<file path="src/rtl/piano_pkg.sv">
// -----------------------------------------------------------------------------
// piano_pkg
// Shared definitions for the electronic-piano keypad path.
//   NUM_ROWS / NUM_COLS / KEY_W : matrix geometry and key code width
//   KEY_NONE                    : 5-bit frame result meaning "no key closed"
//   deb_state_t                 : debounce FSM states
//   first_key()                 : lowest-index closed key, or KEY_NONE
// -----------------------------------------------------------------------------
package piano_pkg;

    localparam int NUM_ROWS = 4;
    localparam int NUM_COLS = 4;
    localparam int KEY_W    = 4;
    localparam int NUM_KEYS = NUM_ROWS * NUM_COLS;

    // MSB set marks "no key"; a real key keeps the MSB clear
    localparam logic [KEY_W:0] KEY_NONE = 5'b1_0000;

    typedef enum logic [1:0] {
        IDLE,
        PRESS_PEND,
        HELD,
        RELEASE_PEND
    } deb_state_t;

    // Walking from the top index down lets the lowest closed key win
    function automatic logic [KEY_W:0] first_key(input logic [NUM_KEYS-1:0] closed);
        logic [KEY_W:0] result;
        result = KEY_NONE;
        for (int i = NUM_KEYS - 1; i >= 0; i--) begin
            if (closed[i]) begin
                result = {1'b0, KEY_W'(i)};
            end
        end
        return result;
    endfunction

endpackage

</file>
<file path="src/rtl/keypad_scan_if.sv">
// -----------------------------------------------------------------------------
// keypad_scan_if
// Bundles the key matrix pins and the debounced key outputs.
//   row_in    : matrix rows, active-low, asynchronous
//   col_out   : column drive, active-low, one-hot-low
//   key_code  : debounced key code (col*4+row), 0 when no key is valid
//   key_valid : high while a debounced key is held
//   key_press : one-cycle pulse when a new key is accepted
// master = the scanner, slave = the matrix / tone-stage side.
// -----------------------------------------------------------------------------
interface keypad_scan_if;
    import piano_pkg::*;

    logic [NUM_ROWS-1:0] row_in;
    logic [NUM_COLS-1:0] col_out;
    logic [KEY_W-1:0]    key_code;
    logic                key_valid;
    logic                key_press;

    modport master (
        input  row_in,
        output col_out,
        output key_code,
        output key_valid,
        output key_press
    );

    modport slave (
        output row_in,
        input  col_out,
        input  key_code,
        input  key_valid,
        input  key_press
    );

endinterface

</file>
<file path="src/rtl/keypad_debounce.sv">
// -----------------------------------------------------------------------------
// keypad_debounce
// Debounces one full-matrix frame result per frame_done pulse and owns the
// key outputs.
//   inclk        : system clock
//   rst          : synchronous reset, active-high
//   frame_done   : one-cycle strobe, frame_result is valid
//   frame_result : lowest closed key code, or KEY_NONE
//   key_code     : debounced key code, 0 when key_valid=0
//   key_valid    : high while a debounced key is held
//   key_press    : one-cycle pulse on acceptance of a new key
// -----------------------------------------------------------------------------
module keypad_debounce
    import piano_pkg::*;
#(
    parameter int DEBOUNCE_FRAMES = 20
) (
    input  logic             inclk,
    input  logic             rst,
    input  logic             frame_done,
    input  logic [KEY_W:0]   frame_result,
    output logic [KEY_W-1:0] key_code,
    output logic             key_valid,
    output logic             key_press
);

    localparam int               CNT_W    = $clog2(DEBOUNCE_FRAMES) + 1;
    localparam logic [CNT_W-1:0] CNT_DONE = CNT_W'(DEBOUNCE_FRAMES);
    localparam logic [CNT_W-1:0] CNT_MAX  = '1;
    localparam logic [CNT_W-1:0] CNT_ONE  = CNT_W'(1);

    deb_state_t       state, state_n;
    logic [KEY_W-1:0] cand, cand_n;
    logic [KEY_W-1:0] key_code_n;
    logic [CNT_W-1:0] cnt, cnt_n, cnt_inc;
    logic             key_valid_n, key_press_n;
    logic             is_none, match_cand, match_held;

    assign is_none    = frame_result[KEY_W];
    assign match_cand = !is_none && (frame_result[KEY_W-1:0] == cand);
    assign match_held = !is_none && (frame_result[KEY_W-1:0] == key_code);
    assign cnt_inc    = (cnt == CNT_MAX) ? cnt : cnt + CNT_ONE;

    // State and output registers
    always_ff @(posedge inclk) begin
        if (rst) begin
            state     <= IDLE;
            cand      <= '0;
            cnt       <= '0;
            key_code  <= '0;
            key_valid <= 1'b0;
            key_press <= 1'b0;
        end else begin
            state     <= state_n;
            cand      <= cand_n;
            cnt       <= cnt_n;
            key_code  <= key_code_n;
            key_valid <= key_valid_n;
            key_press <= key_press_n;
        end
    end

    // Next state; nothing moves except on a frame boundary, and key_code is
    // only rewritten on entry to HELD or return to IDLE so it stays frozen
    // for the whole time key_valid is high.
    always_comb begin
        state_n     = state;
        cand_n      = cand;
        cnt_n       = cnt;
        key_code_n  = key_code;
        key_valid_n = key_valid;
        key_press_n = 1'b0;
        if (frame_done) begin
            case (state)
                IDLE: begin
                    if (!is_none) begin
                        state_n = PRESS_PEND;
                        cand_n  = frame_result[KEY_W-1:0];
                        cnt_n   = CNT_ONE;
                    end
                end
                PRESS_PEND: begin
                    if (is_none) begin
                        state_n = IDLE;
                        cnt_n   = '0;
                    end else if (match_cand) begin
                        cnt_n = cnt_inc;
                        if (cnt_inc >= CNT_DONE) begin
                            state_n     = HELD;
                            key_code_n  = cand;
                            key_valid_n = 1'b1;
                            key_press_n = 1'b1;
                        end
                    end else begin
                        cand_n = frame_result[KEY_W-1:0];
                        cnt_n  = CNT_ONE;
                    end
                end
                HELD: begin
                    if (!match_held) begin
                        state_n = RELEASE_PEND;
                        cnt_n   = CNT_ONE;
                    end
                end
                RELEASE_PEND: begin
                    if (match_held) begin
                        state_n = HELD;
                    end else begin
                        cnt_n = cnt_inc;
                        if (cnt_inc >= CNT_DONE) begin
                            state_n     = IDLE;
                            key_valid_n = 1'b0;
                            key_code_n  = '0;
                            cnt_n       = '0;
                        end
                    end
                end
                default: state_n = IDLE;
            endcase
        end
    end

endmodule

</file>
<file path="src/rtl/keypad_scan.sv">
// -----------------------------------------------------------------------------
// keypad_scan
// Scans a 4x4 active-low key matrix, one column per SCAN_DIV cycles, forms
// one result per full frame and hands it to keypad_debounce.
//   inclk : 50 MHz system clock
//   rst   : synchronous reset, active-high
//   bus   : keypad_scan_if.master (row_in, col_out, key_code, key_valid,
//           key_press)
// Parameters: SCAN_DIV (>= 4) cycles per column, DEBOUNCE_FRAMES (>= 2).
// -----------------------------------------------------------------------------
module keypad_scan
    import piano_pkg::*;
#(
    parameter int SCAN_DIV        = 50000,
    parameter int DEBOUNCE_FRAMES = 20
) (
    input  logic                 inclk,
    input  logic                 rst,
    keypad_scan_if.master        bus
);

    localparam int               DIV_W    = $clog2(SCAN_DIV);
    localparam logic [DIV_W-1:0] DIV_LAST = DIV_W'(SCAN_DIV - 1);

    logic [NUM_ROWS-1:0] row_meta, row_sync, closed_now;
    logic [DIV_W-1:0]    div_cnt;
    logic [1:0]          col_idx;
    logic [NUM_COLS-1:0] col_out_r;
    logic [11:0]         row_acc;
    logic [KEY_W:0]      frame_result;
    logic                frame_done;

    assign closed_now  = ~row_sync;
    assign bus.col_out = col_out_r;

    // Rows are sampled late in each column slot, so the synchronizer has
    // settled on the newly driven column by the time they are captured.
    // Columns 0..2 accumulate; the column 3 capture completes the frame and
    // clears the accumulator for the next one.
    always_ff @(posedge inclk) begin
        if (rst) begin
            row_meta     <= '1;
            row_sync     <= '1;
            div_cnt      <= '0;
            col_idx      <= '0;
            col_out_r    <= 4'b1110;
            row_acc      <= '0;
            frame_result <= KEY_NONE;
            frame_done   <= 1'b0;
        end else begin
            row_meta   <= bus.row_in;
            row_sync   <= row_meta;
            frame_done <= 1'b0;
            if (div_cnt == DIV_LAST) begin
                div_cnt   <= '0;
                col_idx   <= col_idx + 2'd1;
                col_out_r <= ~(NUM_COLS'(1) << (col_idx + 2'd1));
                case (col_idx)
                    2'd0: row_acc[3:0]  <= closed_now;
                    2'd1: row_acc[7:4]  <= closed_now;
                    2'd2: row_acc[11:8] <= closed_now;
                    default: begin
                        frame_result <= first_key({closed_now, row_acc});
                        frame_done   <= 1'b1;
                        row_acc      <= '0;
                    end
                endcase
            end else begin
                div_cnt <= div_cnt + DIV_W'(1);
            end
        end
    end

    keypad_debounce #(
        .DEBOUNCE_FRAMES(DEBOUNCE_FRAMES)
    ) u_debounce (
        .inclk        (inclk),
        .rst          (rst),
        .frame_done   (frame_done),
        .frame_result (frame_result),
        .key_code     (bus.key_code),
        .key_valid    (bus.key_valid),
        .key_press    (bus.key_press)
    );

endmodule
</file>
<file path="src/flat_wrapper.sv">
// flat-port wrapper written by rule: the top's interface ports become plain ports
module keypad_scan_flat import piano_pkg::*;
#(
    parameter int SCAN_DIV        = 50000,
    parameter int DEBOUNCE_FRAMES = 20
)
  (inclk, rst, bus_row_in, bus_col_out, bus_key_code, bus_key_valid, bus_key_press);
  keypad_scan_if bus_i ();
  input  logic inclk;
  input  logic rst;
  input wire logic [$bits(bus_i.row_in)-1:0] bus_row_in;
  output wire logic [$bits(bus_i.col_out)-1:0] bus_col_out;
  output wire logic [$bits(bus_i.key_code)-1:0] bus_key_code;
  output wire logic [$bits(bus_i.key_valid)-1:0] bus_key_valid;
  output wire logic [$bits(bus_i.key_press)-1:0] bus_key_press;
  assign bus_i.row_in = bus_row_in;
  assign bus_col_out = bus_i.col_out;
  assign bus_key_code = bus_i.key_code;
  assign bus_key_valid = bus_i.key_valid;
  assign bus_key_press = bus_i.key_press;
  keypad_scan #(.SCAN_DIV(SCAN_DIV), .DEBOUNCE_FRAMES(DEBOUNCE_FRAMES)) u_core (.inclk(inclk), .rst(rst), .bus(bus_i));
endmodule
</file>
<file path="config.mk">
export PLATFORM = sky130hd
export DESIGN_NAME = keypad_scan_flat
export DESIGN_NICKNAME = d
export VERILOG_FILES = /design/src/rtl/piano_pkg.sv /design/src/rtl/keypad_scan_if.sv /design/src/rtl/keypad_debounce.sv /design/src/rtl/keypad_scan.sv /design/src/flat_wrapper.sv
export SDC_FILE = /design/constraint.sdc
export NUM_CORES = 1
export LEC_CHECK = 0
export ABC_AREA = 1
export CORE_MARGIN = 4
export CORE_UTILIZATION = 64
export DETAILED_ROUTE_END_ITERATION = 10
export PLACE_DENSITY = 0.82
export SETUP_SLACK_MARGIN = 0.3
export SKIP_LAST_GASP = 1
export SLEW_MARGIN = 10
export SYNTH_ARGS = -nofsm -noshare
export SYNTH_HDL_FRONTEND = slang
export SYNTH_HIERARCHICAL = 1
export SYNTH_SLANG_ARGS = --single-unit
</file>
<file path="constraint.sdc">
create_clock -name inclk -period 3.51 [get_ports inclk]
set_input_delay 0.351 -clock inclk [delete_from_list [all_inputs] [get_ports inclk]]
set_output_delay 0.351 -clock inclk [all_outputs]
set_load 0.005 [all_outputs]
</file>
Word level (Yosys, flattened, before mapping)

Cells that the tools add are included.

Register bits after elaboration: 66
Bits in read-only memories: 0
Bits in latches: 0
Memories: 0
Bits in writable memories: 0

$add $sub $neg: 3
Eq/ne operators: 20
Bitwise gates (word level): 10
Multiplexer cells: 53
Div/mod/pow operators: 0
Shift-type cells: 1
Magnitude comparators: 1
Multiply operators: 0
Reductions and logical operators: 22

Operators with widths:

| cell                                                                  | count |
|---|---|
| 5-bit 2-to-1 mux                                                      | 16 |
| 6-bit 2-to-1 mux                                                      | 7 |
| 4-bit case mux with 2 select lines                                    | 5 |
| 4-bit 2-to-1 mux                                                      | 8 |
| 6-bit case mux with 4 select lines                                    | 1 |
| 16-bit by 1-bit adder with 16-bit output, second input constant       | 1 |
| 16-bit == test, second input constant                                 | 1 |
| 2-bit != test, second input constant                                  | 8 |
| 2-bit 2-to-1 mux                                                      | 7 |
| 2-bit OR reduction                                                    | 5 |
| 4-bit == test                                                         | 2 |
| 1-bit NOT                                                             | 8 |
| 4-bit NOT                                                             | 2 |
| 2-bit case mux with 4 select lines                                    | 1 |
| 2-bit AND reduction                                                   | 4 |
| 1-bit 2-to-1 mux                                                      | 7 |
| 7-bit AND reduction                                                   | 1 |
| 6-bit by 1-bit adder with 6-bit output, second input constant         | 1 |
| 2-bit == test, second input constant                                  | 3 |
| 6-bit == test, second input constant                                  | 1 |
| 6-bit by 5-bit >= comparator with 1-bit output, second input constant | 1 |
| 3-bit by 2-bit != test with 1-bit output, second input constant       | 2 |
| 6-bit AND reduction                                                   | 1 |
| 5-bit AND reduction                                                   | 1 |
| 12 further kinds                                                      | 16 |

Depth between registers and ports, before layout

Gate-level depths: netlist of run 1.

Depth after elaboration: 17
Mapped depth: 17

By module

Netlist of run 1, hierarchy kept.

By module, submodules not included:

| module          | cells each | seq. area each (µm²) | area each (µm²) | instances |
|---|---|---|---|---|
| keypad_scan     | 275        | 960.9                | 2,180.8         | 1 |
| keypad_debounce | 184        | 360.3                | 1,164.9         | 1 |

Least setup slack after synthesis of run 1

No wires, ideal clock.

Path kind: register to register
Start: register u_core.u_debounce.cnt[0]
End: register u_core.u_debounce.cnt[3]
Data required time: 3.398 ns
Clock period less this slack: 1.631 ns
Setup slack: 1.879 ns
Path buffers: 0
Data arrival time: 1.519 ns
Stages on the path, launching flop included: 14
Library setup time: 0.112 ns
Cells stage by stage: dfxtp_1 ha_1 nand3_2 nor2_4 inv_2 nand2_4 nand2_4 nand2_8 inv_4 nand2_4 nand2_2 and2_4 nand2_1 nand2_1

Word-level cells in the longest chain between the ends: 6
Elaborated cells on any way between the ends: 9

Ends and longest elaborated chain:

| item                                                                           | line                   | RTL |
|---|---|---|
| from (decl)                                                                    | keypad_debounce.sv:35  | `logic [CNT_W-1:0] cnt, cnt_n, cnt_inc;` |
| from (signal assigned)                                                         | keypad_debounce.sv:56  | `cnt <= cnt_n;` |
| 6-bit by 1-bit adder with 6-bit output / 6-bit == test (equally long branches) | keypad_debounce.sv:42  | `assign cnt_inc = (cnt == CNT_MAX) ? cnt : cnt + CNT_ONE;` |
| 6-bit 2-to-1 mux (*)                                                           | keypad_debounce.sv:42  |  |
| 6-bit by 5-bit >= comparator with 1-bit output                                 | keypad_debounce.sv:110 | `if (cnt_inc >= CNT_DONE) begin` |
| 6-bit 2-to-1 mux                                                               | keypad_debounce.sv:110 |  |
| 6-bit 2-to-1 mux                                                               | keypad_debounce.sv:106 | `if (match_held) begin` |
| 6-bit case mux with 4 select lines (*)                                         | keypad_debounce.sv:74  | `case (state)` |

Mark *: on every way between the ends. The rest lies on a longest branch, timed or not. The select of a mux whose other input is x is not followed.
A chain may end at the register's enable or synchronous reset.

Worst setup path in the final report of run 1

Start: register u_core.u_debounce.cnt[0]
End: register u_core.u_debounce.key_code[3]

Word-level cells in the longest chain between the ends: 5
Elaborated cells on any way between the ends: 7

Ends and longest elaborated chain:

| item                                                                           | line                                          | RTL |
|---|---|---|
| 6-bit by 1-bit adder with 6-bit output / 6-bit == test (equally long branches) | keypad_debounce.sv:42                         |  |
| 6-bit 2-to-1 mux (*)                                                           | keypad_debounce.sv:42                         |  |
| 6-bit by 5-bit >= comparator with 1-bit output (*)                             | keypad_debounce.sv:88, keypad_debounce.sv:110 |  |
| 2-bit != test (no line)                                                        | -                                             |  |
| 7-bit AND reduction (no line) (*)                                              | -                                             |  |
| to (signal assigned)                                                           | keypad_debounce.sv:57                         | `key_code <= key_code_n;` |
| to (decl)                                                                      | keypad_debounce.sv:22                         | `output logic [KEY_W-1:0] key_code,` |

Mark *: on every way between the ends. The rest lies on a longest branch, timed or not.

==> results of run 1 <==
-- cells by family (layout without fill, tap and decap cells) --
logic type	count (synthesis)	after routing	synth area share, %
AO/OA/AOI/OAI	66	66	11.3
XOR/XNOR	6	6	1.57
adder cells (fa/ha/maj)	10	10	3.74
buffers and inverters	73	98	8.41
flip-flops	66	66	39.5
AND/OR/NAND/NOR	238	238	35.5
-- final timing paths --
check / from / endpoint / slack, ps / cells after the start
worst max-delay path: u_core/u_debounce/cnt[0]$_SDFFE_PP0P_ / u_core/u_debounce/key_code[3]$_SDFFE_PP0P_ / 1590 / 10
worst min-delay path: u_core/row_meta[1]$_SDFF_PP1_ / u_core/row_sync[1]$_SDFF_PP1_ / 410 / 1
worst max register to register: u_core/u_debounce/cnt[0]$_SDFFE_PP0P_ / u_core/u_debounce/key_code[3]$_SDFFE_PP0P_ / 1590 / 10
worst min register to register: u_core/row_meta[1]$_SDFF_PP1_ / u_core/row_sync[1]$_SDFF_PP1_ / 410 / 1
-- report_power, final --
group	internal (mW)	switching, mW	leakage [nW]
Combinational	0.0166	0.0261	0.865
Clock	0.382	0.270	0.106
Sequential	0.756	0.00379	0.534
-- cells in the final DEF, fill, tap and decap left out, drive strengths merged, types with 10 or more instances in the layout --
master / netlist / final
clkbuf: 4 / 13
clkdlybuf4s50: 0 / 15
nor2: 63 / 63
o21ai: 19 / 19
a211oi: 14 / 14
nand2: 109 / 109
or2: 11 / 11
dfxtp: 66 / 66
nand3: 20 / 20
nand4: 17 / 17
inv: 67 / 67
a21oi: 32 / 32
ha: 10 / 10
-- worst max-delay path: cells and delay by family (launching register included) --
family	cells	cell delay, ps
AND/OR/NAND/NOR	7	870
buffers and inverters	1	80
adder cells (fa/ha/maj)	1	280
flip-flops	1	470
AO/OA/AOI/OAI	1	70
-- state kept, by name, indices dropped and copies added (netlist names), 5 cells and up --
name / flops
u_core/div_cnt: 16
u_core/row_acc: 12
u_core/u_debounce/cnt: 6
u_core/frame_result: 5
-- stage by stage --
stage	hold WS [ps]	utilization [%]	instances	setup slack, ps	cell area (µm²)
final	410	74.2	554	1590	3770
after global routing	439	74.2	554	1390	3770
after CTS	411	74.2	554	1600	3770
after detailed placement	395	70.2	539	1440	3560
after global placement	391	70.2	539	1460	3560
after floorplan	389	-	459	1880	3350
-- layout make-up --
cell class              instances  area, µm²
multi-input cells             320       1740
fillers                       417       1310
repair buffers                 16        158
inverters                      67        254
clock inverters                 2       35.0
well taps                      70       87.6
flip-flops and latches         66       1320
clock buffers                  13        169
-- per-layer routing --
metal  part of all wire, %  vias up
li1                      -     1528
met1                    46     1337
met2                    48       80
met3                   4.6        9
met4                   1.5        0
met5                     0        -
==> flow_metrics.tcl, run 1 <==
set metrics [dict create \
    wirelength_mm 6.74 \
    fmax_ghz 0.522 \
    syn_inst 459 \
    area_growth_pct 12.6 \
    num_antenna_cells 0 \
    crit_slowest_cell "dfxtp_1" \
    clock_sinks 66 \
    cts.reportedPaths.clkPinSlew_ps 70 \
    synth.avg_cell_area_um2 7.29 \
    yosys.area.top_type "dfxtp_1" \
    grt_util_met3_pct 5.61 \
    grt_first_pass_wirelength_mm 11.7 \
    clock-root-buffer "clkbuf_8" \
    global_route.usage.met2_pct 38.7 \
    cts_resized 0 \
    drt_first_iter_violations 146 \
    ys_seq_area_share_pct 39.5 \
    synthesis.nets 475 \
    antenna_found_initial 0 \
    hpwl_mm 4.88 \
    setup-tns-final_ps 0 \
    end_kind "register" \
    skew_ps 8.51 \
    cpMostUsedCell "nand2_4" \
    cp_cell_sequence "ha_1, nand3_2, nor2_4, inv_2, nand2_4, nand2_4, nand2_8, nand3_1, nand2_1, a21oi_1" \
    port_buffers 15 \
    p_total_mw 1.45 \
    grt_max_degree 27 \
    grt_use_met1_pct 27.8 \
    grt-busiest-layer "met2" \
    slew_headroom_pct 65.2 \
    yosys.cell_count.top_type "nand2_1" \
    powerDensity_nw_per_um2 386 \
    numCtsBuffers 9 \
    fin_crit_sh_pct 54.6 \
    max_stage_delay_ps 470 \
    cap_violations 0 \
    fp.dieW_um 80.3 \
    overflow 0 \
    dieHeight_um 80.3 \
    synth_ff_type "dfxtp_1" \
    clk_latency_ps 340 \
    dr.pass1.iters 4 \
    num_io_pins 16 \
    drcViolationCount 0 \
    ys_types 36 \
    postCtsHoldBufs 0 \
    tightest_slew_ps 520 \
    synth_commonest_cells "nand2_1 (99), dfxtp_1 (66), inv_1 (57), nor2_1 (57), a21oi_1 (31)" \
    drv_slew 0 \
    synth_area_leaders "dfxtp_1 (39%), nand2_1 (11%), inv_1 (6.4%), nor2_1 (6.4%), a21oi_1 (4.6%)" \
    syn_area_um2 3350 \
    rsz0062_at_grt "false" \
    synth_seq_cells 66 \
    status "finished, final reports clean" \
    grt_pass1_vias 2702 \
    min_path_type "reg -> reg" \
    yosysWarnings 6 \
    rows 26 \
    cts_setup_buffers 0 \
    core_area_um2 5070 \
    vias_per_cell 5.33 \
    initial_core_util_pct 65.9 \
    final_nets 496 \
    die-area_um2 6450 \
    place_congestion 0.936 \
    drive_gt1_share_pct 12.8 \
    crit_path_max_fanout 8 \
    clockBufferDepth 2 \
    h-tree-depth 3 \
    synthArstFlopShare_pct 0 \
    finalSetupViolCount 0 \
    hold_viol 0 \
    grt.total_usage_pct 22.9 \
    startpoint_type "register" \
    tritoncts "yes" \
    drt-wirelength-per-cell_um 12.2 \
    final.min_clock_period_ps 1920 \
    vias 2954 \
    path_class "reg -> reg" \
    p_leak_nw 1.50 \
    netlist.area_leader.share_pct 39.5 \
    cp.arrival_ps 2120 \
    postRouteAntennaNets 0 \
    synth-edff-count 0 \
    max-vdd-ir-drop_mv 0.365 \
    worstPathRequired_ps 3710 \
]
(Power assumes the default switching activity.)
==> run 2, diff against run 1 <==
--- a/config.mk
+++ b/config.mk
@@ -7,9 +7,9 @@
 export LEC_CHECK = 0
 export ABC_AREA = 1
 export CORE_MARGIN = 4
-export CORE_UTILIZATION = 64
+export CORE_UTILIZATION = 60
 export DETAILED_ROUTE_END_ITERATION = 10
-export PLACE_DENSITY = 0.82
+export PLACE_DENSITY = 0.77
 export SETUP_SLACK_MARGIN = 0.3
 export SKIP_LAST_GASP = 1
 export SLEW_MARGIN = 10
==> constraint.sdc (replaced) <==
create_clock -name inclk -period 2 [get_ports inclk]
set_input_delay 0.2 -clock inclk [delete_from_list [all_inputs] [get_ports inclk]]
set_output_delay 0.2 -clock inclk [all_outputs]
set_load 0.005 [all_outputs]
==> flow_metrics.tcl, run 2 (synthesized netlist as in run 1, its figures left out) <==
set metrics [dict create \
    rsz0062_at_grt "true" \
    die-area_um2 6840 \
    rows 26 \
    num_io_pins 16 \
    max_stage_delay_ps 370 \
    power.switching_mw 0.561 \
    clock_sinks 66 \
    cp_num_buf_inv 2 \
    cts.reportedPaths.clkPinSlew_ps 70 \
    grt_util_met3_pct 3.25 \
    grt_max_degree 22 \
    drv_slew 0 \
    largest_register "u_core/div_cnt" \
    fin_util_pct 79.0 \
    path_class "reg -> reg" \
    drt_first_iter_violations 143 \
    slew_headroom_pct 68.3 \
    comb_power_share_pct 3.6 \
    drive_gt1_share_pct 25.7 \
    final_cell_mix "nand2_1 (95), inv_1 (55), dfxtp_1 (54)" \
    postCtsHoldBufs 0 \
    clock_power_share_pct 43.5 \
    h-tree-depth 3 \
    postRouteAntennaNets 0 \
    place_congestion 0.886 \
    vias 3157 \
    end_kind "register" \
    finalSetupViolCount 0 \
    grt_use_met1_pct 26.8 \
    final.min_clock_period_ps 1730 \
    worstPathRequired_ps 2250 \
    fmax_ghz 0.577 \
    dr.pass1.iters 5 \
    tritoncts "yes" \
    port_buffers 15 \
    clock-root-buffer "clkbuf_8" \
    drt-wirelength-per-cell_um 13.7 \
    area_growth_pct 24.5 \
    wirelength_mm 7.94 \
    grt.total_usage_pct 22.7 \
    global_route.usage.met2_pct 40.7 \
    tightest_slew_ps 474 \
    r2r_slack_ps 270 \
    crit_path_max_fanout 3 \
    drcViolationCount 0 \
    pwr-share-seq_pct 52.9 \
    crit_slowest_cell "dfxtp_4" \
    grt_first_pass_wirelength_mm 12.1 \
    postLayoutCellArea_um2 4160 \
    grt_pass1_vias 2853 \
    fin_crit_sh_pct 86.7 \
    cp.arrival_ps 1980 \
    startpoint_type "register" \
    overflow 0 \
    largest_reg_flops 16 \
    numCtsBuffers 9 \
    fp.dieW_um 82.7 \
    core_area_um2 5270 \
    hpwl_mm 5.05 \
    cp_cell_sequence "ha_4, nand2_4, nor2_4, inv_2, nor3_4, nand2_2, nor2_2, inv_2, nor2_4, nand2_2, nor2_2, nor2_1, a211oi_2" \
    initial_core_util_pct 63.5 \
    internal-power_mw 1.96 \
    status "finished, final reports clean" \
    post_dp_cell_area_um2 3590 \
    vias_per_cell 5.45 \
    hold_viol 0 \
    largest_registers "u_core/div_cnt x16, u_core/row_acc x12, u_core/u_debounce/cnt x6" \
    max-vdd-ir-drop_mv 0.443 \
    setup-tns-final_ps 0 \
    min_path_type "reg -> reg" \
    cap_violations 0 \
    p_total_mw 2.52 \
    final_nets 521 \
    crit_family "simple AND/OR/NAND/NOR gates" \
    switching_share_pct 22.3 \
    clockBufferDepth 2 \
    final_common_cell "nand2_1" \
    p_leak_nw 1.67 \
    grt-busiest-layer "met2" \
    powerDensity_nw_per_um2 605 \
    clk_latency_ps 320 \
    dieHeight_um 82.7 \
    num_antenna_cells 0 \
    skew_ps 7.40 \
    antenna_found_initial 0 \
]
[run 2: cell types whose count changed in the layout (fill, tap and decap cells not counted), sizes merged]
| cell | delta |
|---|---|
| clkinv | +1 |
| buf | +25 |
| clkinvlp | +2 |
| clkbuf | -3 |
[run 2: through the flow]
| step | worst slack, ps | cells | hold slack [ps] |
|---|---|---|---|
| 2_1_floorplan | 369 | 459 | 304 |
| 3_3_place_gp | 260 | 542 | 391 |
| 3_5_place_dp | 194 | 542 | 397 |
| 4_1_cts | 242 | 558 | 414 |
| 5_1_grt | 121 | 579 | 425 |
| 6_report | 266 | 579 | 411 |
[run 2: power groups by stage]
stage                     combinational [mW]  sequential [mW]  clock (mW)
after floorplan                       0.0516             1.36           0
after global placement                0.0764             1.36           0
after detailed placement              0.0793             1.36           0
after CTS                             0.0808             1.33        1.13
after global routing                  0.0992             1.33        1.17
final                                 0.0905             1.33        1.10
[run 2: final timing paths]
check | start | endpoint | cells past startpoint
worst max-delay path | u_core/div_cnt[0]$_SDFF_PP0_ | u_core/div_cnt[14]$_SDFF_PP0_ | 13
worst min-delay path | u_core/row_meta[3]$_SDFF_PP1_ | u_core/row_sync[3]$_SDFF_PP1_ | 1
worst max register to register | u_core/div_cnt[0]$_SDFF_PP0_ | u_core/div_cnt[14]$_SDFF_PP0_ | 13
worst min register to register | u_core/row_meta[3]$_SDFF_PP1_ | u_core/row_sync[3]$_SDFF_PP1_ | 1
[run 2: routing by layer]
layer / wire [µm] / vias up / part of all wire, %
met1: 3380 / 1481 / 43
met3: 363 / 8 / 4.6
met4: 97 / 0 / 1.2
met5: 0 / - / 0
met2: 4100 / 93 / 52
li1: - / 1575 / -
[run 2: layout make-up]
type,count,area (µm²)
Inverter,67,264
Multi-Input combinational cell,320,1920
Clock inverter,5,55.1
Tap cell,70,87.6
Sequential cell,66,1340
Fill cell,373,1110
Timing Repair Buffer,41,357
Clock buffer,10,138
[run 2: timing repair]
| action | CTS | global route |
|---|---|---|
| cloned | 0 | 0 |
| setup endpoints to repair | 26 | 50 |
| setup buffers | 1 | 21 |
| pin swaps | 1 | 19 |
| gates resized for setup | 6 | 59 |
